--- src/rtl/priority_dec_pkg.sv ---
// Shared types for the priority decoder: default width, skid FSM states and the stored entry.
package priority_dec_pkg;

    localparam int unsigned DEF_N_OUT = 4;

    typedef enum logic [1:0] {
        ST_EMPTY = 2'd0,
        ST_ONE   = 2'd1,
        ST_FULL  = 2'd2
    } state_t;

    // Default-width view of one buffered token; the top builds its own width-matched slot.
    typedef struct packed {
        logic                 err;
        logic [DEF_N_OUT-1:0] vec;
    } entry_t;

endpackage

--- src/rtl/priority_dec_if.sv ---
// Token-in / vector-out handshake bundle for priority_dec; slave is the decoder's view.
interface priority_dec_if #(
    parameter int unsigned N_OUT = priority_dec_pkg::DEF_N_OUT
);
    localparam int unsigned IDX_W = $clog2(N_OUT);

    logic             in_vld;
    logic             in_rdy;
    logic [IDX_W-1:0] in_idx;
    logic             in_nz;
    logic             out_vld;
    logic             out_rdy;
    logic [N_OUT-1:0] out_d;
    logic             out_err;

    modport master (
        output in_vld, in_idx, in_nz, out_rdy,
        input  in_rdy, out_vld, out_d, out_err
    );

    modport slave (
        input  in_vld, in_idx, in_nz, out_rdy,
        output in_rdy, out_vld, out_d, out_err
    );
endinterface

--- src/rtl/prio_idx2vec.sv ---
// Combinational index -> request vector decode (index 0 = MSB).
// PRIORITY_DEC_THERM_EN selects thermometer fill instead of one-hot.
module prio_idx2vec #(
    parameter int unsigned N_OUT = 4,
    parameter int unsigned IDX_W = $clog2(N_OUT)
) (
    input  logic [IDX_W-1:0] i_idx,
    input  logic             i_nz,
    output logic [N_OUT-1:0] o_vec,
    output logic             o_err
);

    always_comb begin
        o_vec = '0;
        o_err = i_nz && (32'(i_idx) >= N_OUT);
        if (i_nz) begin
            for (int unsigned b = 0; b < N_OUT; b++) begin
`ifdef PRIORITY_DEC_THERM_EN
                // Fill from the indexed bit down to bit 0; out-of-range sets nothing.
                if (32'(i_idx) + b <= N_OUT - 1) begin
                    o_vec[b] = 1'b1;
                end
`else
                if (32'(i_idx) + b == N_OUT - 1) begin
                    o_vec[b] = 1'b1;
                end
`endif
            end
        end
    end

endmodule

--- src/rtl/priority_dec.sv ---
// Token-to-vector priority decoder with a 2-entry skid buffer (output reg A, skid reg B).
module priority_dec
    import priority_dec_pkg::*;
#(
    parameter int unsigned N_OUT = DEF_N_OUT
) (
    input  logic          clk,
    input  logic          rst,
    priority_dec_if.slave bus
);

    localparam int unsigned IDX_W = $clog2(N_OUT);

    typedef struct packed {
        logic             err;
        logic [N_OUT-1:0] vec;
    } slot_t;

    state_t           r_state;
    slot_t            r_a;
    slot_t            r_b;
    slot_t            w_dec;
    logic [N_OUT-1:0] w_dec_vec;
    logic             w_dec_err;
    logic             w_in_fire;
    logic             w_out_fire;

    prio_idx2vec #(
        .N_OUT (N_OUT),
        .IDX_W (IDX_W)
    ) u_idx2vec (
        .i_idx (bus.in_idx),
        .i_nz  (bus.in_nz),
        .o_vec (w_dec_vec),
        .o_err (w_dec_err)
    );

    assign w_dec = '{err: w_dec_err, vec: w_dec_vec};

    // Ready depends only on registered state, so backpressure never ripples upstream.
    assign bus.in_rdy  = (r_state != ST_FULL) & ~rst;
    assign bus.out_vld = (r_state != ST_EMPTY);
    assign bus.out_d   = r_a.vec;
    assign bus.out_err = r_a.err;

    assign w_in_fire  = bus.in_vld & bus.in_rdy;
    assign w_out_fire = bus.out_vld & bus.out_rdy;

    always_ff @(posedge clk or posedge rst) begin
        if (rst) begin
            r_state <= ST_EMPTY;
            r_a     <= '0;
            r_b     <= '0;
        end else begin
            case (r_state)
                ST_EMPTY: begin
                    if (w_in_fire) begin
                        r_a     <= w_dec;
                        r_state <= ST_ONE;
                    end
                end
                ST_ONE: begin
                    if (w_in_fire && !w_out_fire) begin
                        r_b     <= w_dec;
                        r_state <= ST_FULL;
                    end else if (w_in_fire && w_out_fire) begin
                        r_a <= w_dec;
                    end else if (w_out_fire) begin
                        r_a     <= '0;
                        r_state <= ST_EMPTY;
                    end
                end
                ST_FULL: begin
                    if (w_out_fire) begin
                        r_a     <= r_b;
                        r_b     <= '0;
                        r_state <= ST_ONE;
                    end
                end
                default: begin
                    r_state <= ST_EMPTY;
                end
            endcase
        end
    end

endmodule

--- src/flat_wrapper.sv ---
// flat-port wrapper written by rule: the top's interface ports become plain ports
module priority_dec_flat import priority_dec_pkg::*;
#(
    parameter int unsigned N_OUT = DEF_N_OUT
)
  (clk, rst, bus_in_vld, bus_in_idx, bus_in_nz, bus_out_rdy, bus_in_rdy, bus_out_vld, bus_out_d, bus_out_err);
  priority_dec_if #(.N_OUT(N_OUT)) bus_i ();
  input  logic clk;
  input  logic rst;
  input wire logic [$bits(bus_i.in_vld)-1:0] bus_in_vld;
  input wire logic [$bits(bus_i.in_idx)-1:0] bus_in_idx;
  input wire logic [$bits(bus_i.in_nz)-1:0] bus_in_nz;
  input wire logic [$bits(bus_i.out_rdy)-1:0] bus_out_rdy;
  output wire logic [$bits(bus_i.in_rdy)-1:0] bus_in_rdy;
  output wire logic [$bits(bus_i.out_vld)-1:0] bus_out_vld;
  output wire logic [$bits(bus_i.out_d)-1:0] bus_out_d;
  output wire logic [$bits(bus_i.out_err)-1:0] bus_out_err;
  assign bus_i.in_vld = bus_in_vld;
  assign bus_i.in_idx = bus_in_idx;
  assign bus_i.in_nz = bus_in_nz;
  assign bus_i.out_rdy = bus_out_rdy;
  assign bus_in_rdy = bus_i.in_rdy;
  assign bus_out_vld = bus_i.out_vld;
  assign bus_out_d = bus_i.out_d;
  assign bus_out_err = bus_i.out_err;
  priority_dec #(.N_OUT(N_OUT)) u_core (.clk(clk), .rst(rst), .bus(bus_i));
endmodule
--- config.mk ---
export PLATFORM = sky130hd
export DESIGN_NAME = priority_dec_flat
export DESIGN_NICKNAME = d
export VERILOG_FILES = /design/src/rtl/priority_dec_pkg.sv /design/src/rtl/priority_dec_if.sv /design/src/rtl/prio_idx2vec.sv /design/src/rtl/priority_dec.sv /design/src/flat_wrapper.sv
export SDC_FILE = /design/constraint.sdc
export NUM_CORES = 1
export LEC_CHECK = 0
export ABC_AREA = 1
export CELL_PAD_IN_SITES_DETAIL_PLACEMENT = 0
export CELL_PAD_IN_SITES_GLOBAL_PLACEMENT = 1
export CORE_UTILIZATION = 35
export DETAILED_ROUTE_END_ITERATION = 10
export HOLD_SLACK_MARGIN = 0.06
export PLACE_DENSITY_LB_ADDON = 0.05
export REMOVE_ABC_BUFFERS = 1
export SYNTH_ARGS = -nofsm -noshare
export SYNTH_HDL_FRONTEND = slang
export SYNTH_SLANG_ARGS = --single-unit
--- constraint.sdc ---
create_clock -name clk -period 2.01 [get_ports clk]
set_clock_uncertainty 0.2 [all_clocks]
set_input_delay 0.3015 -clock clk [delete_from_list [all_inputs] [get_ports clk]]
set_output_delay 0.3015 -clock clk [all_outputs]
set_load 0.01 [all_outputs]
* Word-level counts from Yosys, hierarchy flattened
Cells that the tools add are included.
Word-level totals: flip-flop bits (word level) 12, latch bits 0, RAM bits 0, memory bits (read-only) 0, bits of input ports 7, output and inout bits 7, logic and storage cells 55, memories 0
Cells by class: add/subtract/negate cells 3, multipliers 0, div/mod/pow operators 0, magnitude comparators 0, equal/unequal tests 14, shift operators 0, multiplexer cells 19, bitwise gates (word level) 4, reduce and logical (&&, ||, !) cells 10
Operators by type and width (count):
- 5-bit two-way mux | 6
- 5-bit one-hot mux with 3 select lines | 1
- 2-bit two-way mux | 5
- 5-bit one-hot mux with 2 select lines | 1
- 3-bit by 2-bit equality test with 1-bit output (second input constant) | 3
- 2-bit by 2-bit adder with 3-bit output (second input constant) | 2
- 2-bit by 1-bit inequality test with 1-bit output (second input constant) | 3
- 3-bit by 1-bit inequality test with 1-bit output (second input constant) | 2
- 2-bit one-hot mux with 3 select lines | 1
- 5-bit AND reduction | 1
- 2-bit equality test (second input constant) | 2
- 1-bit two-way mux | 4
- 4-bit two-way mux | 1
- 2-bit inequality test (second input constant) | 2
- 4-bit AND reduction | 1
- 2-bit nonzero test | 2
- 2-bit by 1-bit adder with 3-bit output (second input constant) | 1
- 1-bit bitwise AND | 3
- 3-bit by 2-bit inequality test with 1-bit output (second input constant) | 1
- 3-bit AND reduction | 1
- 3-bit nonzero test | 1
- 2-bit by 1-bit equality test with 1-bit output (second input constant) | 1
- 1-bit logical AND | 2
- 2-bit logical NOT | 1
- 2 further kinds | 2

* Logic depth before layout (Yosys ltp)
depth after elaboration 7, depth in mapped cells 10, mapped depth without buffers 10

* Hierarchy
From an unflattened synthesis, not the netlist that was laid out.
Second synthesis, totals: cells, all modules 110, area, all modules 753.2 um2
Modules (own cells, without submodules):
- priority_dec | times used 1, cells an instance 100, area each 711.9 um2, seq. area each 300.3 um2
- prio_idx2vec | times used 1, cells an instance 10, area each 41.3 um2, seq. area each 0.0 um2

* Worst setup path after synthesis
No wires, ideal clock.
kind register to register, from register u_core.r_state[0], to register u_core.r_a, in the netlist u_core.bus.out_d[0], library setup time 122 ps, arrival time 1262 ps, required time 1688 ps, slack 427 ps, cell stages (with the launch flop) 9, buffers on the path 0, clock period less this slack 1583 ps, path through dfrtp_1 > inv_1 > ha_1 > inv_4 > nand3_2 > nand2_2 > nand2_2 > nor2_1 > a21oi_1
On the way: cells in the longest elaborated chain, start to end 7, elaborated cells between the ends (all ways) 20, those cells by class eq/ne (7); mux (3); bitwise (3); reduce/logical (7)
Ends and longest elaborated chain:
- start: declaration | line priority_dec.sv:19 | state_t r_state;
- start signal: assignment | line priority_dec.sv:51 | r_state <= ST_EMPTY;
- start signal: assignment | line priority_dec.sv:59 | r_state <= ST_ONE;
- start signal: assignment | line priority_dec.sv:65 | r_state <= ST_FULL;
- 2-bit inequality test | line priority_dec.sv:41 | assign bus.in_rdy = (r_state != ST_FULL) & ~rst;
- 1-bit bitwise AND | line priority_dec.sv:41
- 1-bit bitwise AND | line priority_dec.sv:46 | assign w_in_fire = bus.in_vld & bus.in_rdy;
- 1-bit logical AND | line priority_dec.sv:66 | end else if (w_in_fire && w_out_fire) begin
- 5-bit two-way mux | line priority_dec.sv:66
- 5-bit two-way mux | line priority_dec.sv:63 | if (w_in_fire && !w_out_fire) begin
- 5-bit one-hot mux with 3 select lines | line priority_dec.sv:55 | case (r_state)
- end signal: assignment | line priority_dec.sv:58 | r_a <= w_dec;
- end signal: assignment | line priority_dec.sv:67 | r_a <= w_dec;
- end signal: assignment | line priority_dec.sv:75 | r_a <= r_b;
- end: declaration | line priority_dec.sv:20 | slot_t r_a;
Several ways; a longest one is shown, not always the timed one. The select of a mux whose other input is x is not followed. A chain may end at the register's enable or synchronous reset.

* Worst setup path in the final report
from register u_core.r_state[1], to output port bus_out_vld
On the way: cells in the longest elaborated chain, start to end 1
Ends and longest elaborated chain:
- 2-bit nonzero test | line priority_dec.sv:42 | assign bus.out_vld = (r_state != ST_EMPTY);
- end: declaration | line flat_wrapper.sv:15 | output wire logic [$bits(bus_i.out_vld)-1:0] bus_out_vld;
Every way passes these cells.

==> results.md <==
* Outcome: completed
* Seq/Total Area, Yosys at 35.7%
* Most numerous cell in the Yosys netlist: nand2_1
* Die area at between 2000 and 2500 µm²
* Synth cell types at 21
* DPL Wire Length at between 1000 and 1500 µm
* Crit-path most repeated cell: inv_1
* Reg2reg setup slack at roughly 0.29 ns
* Final setup margin at 0.146 ns
* Synth top cells by count: nand2_1, inv_1, dfrtp_1, nor2_1, a21oi_1
* Non-filler cells, final at between 100 and 150
* Met3 wire len at 94 µm
* I/O Buffers at 12
* Ys async rst share at 100%
* GP Congestion at between 0.7 and 0.8
* Grt total ovfl at 0
* Final-stage net count at about 130
* Clock network power share at roughly an eighth
* Cell at the root of the clock tree: clkbuf_4
* Net Sw Power at 0.000676 W
* Hold Path Class: in2async
* Synthesized area at 702 µm²
* DRC viols at 0
* Worst-path fanout max at 4
* Critical path required time at 1.51 ns
* Share of post-route cells with drive strength above 1 at a little over a fifth
* DRT Pass-1 Iters at 4
* FMAX at 536 MHz
* Combinational Power Share at between 60% and 70%
* Clock Tree Buf Depth at 2
* Final Critical Period at between 1.5 and 2 ns
* Slew Limit Fails at 0
* Core ar. at approximately 1800 µm²
* CTS tree: yes
* Met2 routed WL at around 610 µm
* Worst Reg2Reg Path Length in Cells at 9
* MaxCap Viol Count at 0
* #FFs+latches synth at 10
* Pin count of the biggest net entering global routing at 12
* VDD IR-drop max at 693 µV
* RSZ-0062 raised after global routing: false
* Crit-path cells: inv_1 -> ha_1 -> inv_1 -> dlygate4sd2_1
* Flop pwr share at about a quarter
* Internal at about 0.00082 W
* Antenna-violating nets left at 0
* First-pass GRT wire length at around 2500 µm
* Worst-Skew Late Latency at about 0.27 ns
* Area leader, netlist: dfrtp_1
* Area share of the largest cell type after synthesis at 35.7%
* Die X at 46.8 µm
* H-tree levels at 1
* Final TNS setup at 0 ns
* Area Growth Syn to Fin at 29.9%
* Vias after detailed routing at 624
* Worst Setup Path Type: reg2out
* Number of fill cells at 198
* Antenna violations before repair at 0
* CP Capture Type: output port
* CTS Buf Count at 3
* Total power at 0.00149 W
* Drt wl/cell at ~11 µm
* WP buf/inv at 3
* # placed instances at 133
* CTS clk-pin slew, worst paths at around 0.070 ns
* DRT met1 WL at 745 µm
* Count of hold buffers inserted by post-cts repair at 0
* Ys flop type: dfrtp_1
* Number of core rows at 15
* ANT cells at 0
* Area contributors post-synth: dfrtp_1, nand2_1, inv_1, ha_1, a21oi_1
* # setup viols final at 0
* Power per Cell Area at 1640 nW/µm²
* Global Route Usage Sum at 16.5%
* Switch share at 45.3%
* Ports at 14
* Top Layer Used: met4
* Final worst path period share at 92.7%
* CP startpoint: u_core.r_state[1]$_DFFE_PP0P_
* DRT Wirelength at 1460 µm
* R2r startpoint: u_core.r_state[1]$_DFFE_PP0P_
* Iter 0 DRT Violations at 4
* Synth warn at 0
* Post-synthesis cell count at 94
* Pleak at 0.449 nW
* Initial core utilization at 39.0%
* Post-synth EDFFs at 0
* Crit-path leading delay family: buffers and inverters
* Final hold vios at 0
* CP max-delay cell: dfrtp_1
* Clk sink count at 10
* RR Endpoint: u_core.r_b[2]$_DFFE_PP0P_
* Syn avg cell area at about 7.5 µm²
* Worst path max stage delay at 0.42 ns
* WP data arrival at ~1.4 ns
* Placed Area at 868 µm²
* Worst slack at placement at a little under 0.09 ns
* Crit path launch type: register
* Final instance area at between 900 and 1000 µm²
* Die Y at 46.8 µm
* Vias in the first global route at 585
* Average via count per standard cell at about 4.5
worst max-delay path by stage:
stage / end / slack, ns / cells past startpoint
after CTS: bus_out_vld / 0.13 / 4
after global placement: bus_in_rdy / 0.1 / 5
after floorplan: u_core.bus.out_d[0]$_DFFE_PP0P_ / 0.43 / 8
after detailed placement: u_core.r_b[2]$_DFFE_PP0P_ / 0.09 / 8
final: bus_out_vld / 0.15 / 4
after global routing: bus_out_vld / 0.05 / 4
final cells by class:
type                            count  area [µm²]  share of cell area, %
Timing Repair Buffer               16         148                   16.2
Inverter                           16        62.6                   6.86
Multi-Input combinational cell     67         384                   42.1
Tap cell                           25        31.3                   3.43
Sequential cell                    10         250                   27.4
Clock buffer                        4        36.3                   3.98
cell families after synthesis:
group / after synthesis / synth area share (%)
AND/OR/NAND/NOR: 48 / 32.6
buffers and inverters: 17 / 9.98
AO/OA/AOI/OAI: 14 / 14.1
flip-flops: 10 / 35.7
adder cells (fa/ha/maj): 4 / 7.13
other: 1 / 0.534
worst register-to-register path, delay by kind of cell, from the launching register on:
| family | cells | cell delay (ns) |
|---|---|---|
| AOI/OAI and AO/OA | 1 | 0.12 |
| adders and majority gates | 1 | 0.21 |
| buffers and inverters | 3 | 0.24 |
| DFF | 1 | 0.42 |
| and+or+nand+nor | 4 | 0.41 |
per-layer routing:
| layer | vias to the layer above | global-route usage [%] |
|---|---|---|
| li1 | 334 | - |
| met1 | 270 | 23.1 |
| met2 | 18 | 24.7 |
| met3 | 2 | 4.62 |
| met4 | 0 | 5.14 |
| met5 | - | 0 |
state kept, by name, summed over array words and instances (netlist names):
name,count
u_core.bus.out_d,4
u_core.r_b,4
u_core.r_state,2
power by group through the flow:
stage	registers (W)	clock network, W	logic (W)
global placement	0.000368	0	0.000941
finish	0.000361	0.000184	0.000948
CTS	0.000363	0.000186	0.000959
floorplan	0.000380	0	0.000640
global route	0.000375	0.000198	0.00107
detailed placement	0.000371	0	0.000944
cells in the final DEF (no fill, tap or decap), drive strengths merged:
cell type / netlist / final
nand2: 25 / 25
inv: 16 / 16
nor2: 12 / 12
clkdlybuf4s50: 0 / 10
dfrtp: 10 / 10
a21oi: 10 / 10
nand3: 7 / 7
nor3: 4 / 4
buf: 1 / 4
ha: 4 / 4
clkbuf: 0 / 4
o21ai: 3 / 3
dlygate4sd2: 0 / 2
o21bai: 1 / 1
conb: 1 / 1
repair_timing:
action	4_1_cts	5_1_grt
endpoints found under the hold margin	0	0
setup endpoints to repair	2	0
resized for setup	3	0
buffers inserted	1	0
per-stage QoR:
stage          utilization (%)  hold slack [ns]
3_5_place_dp              48.2            0.269
5_1_grt                   50.6            0.211
3_3_place_gp              48.2            0.266
2_1_floorplan                -          -0.0272
4_1_cts                   50.6            0.157
6_report                  50.6            0.155
No activity file was read; power rests on OpenSTA's default activity.
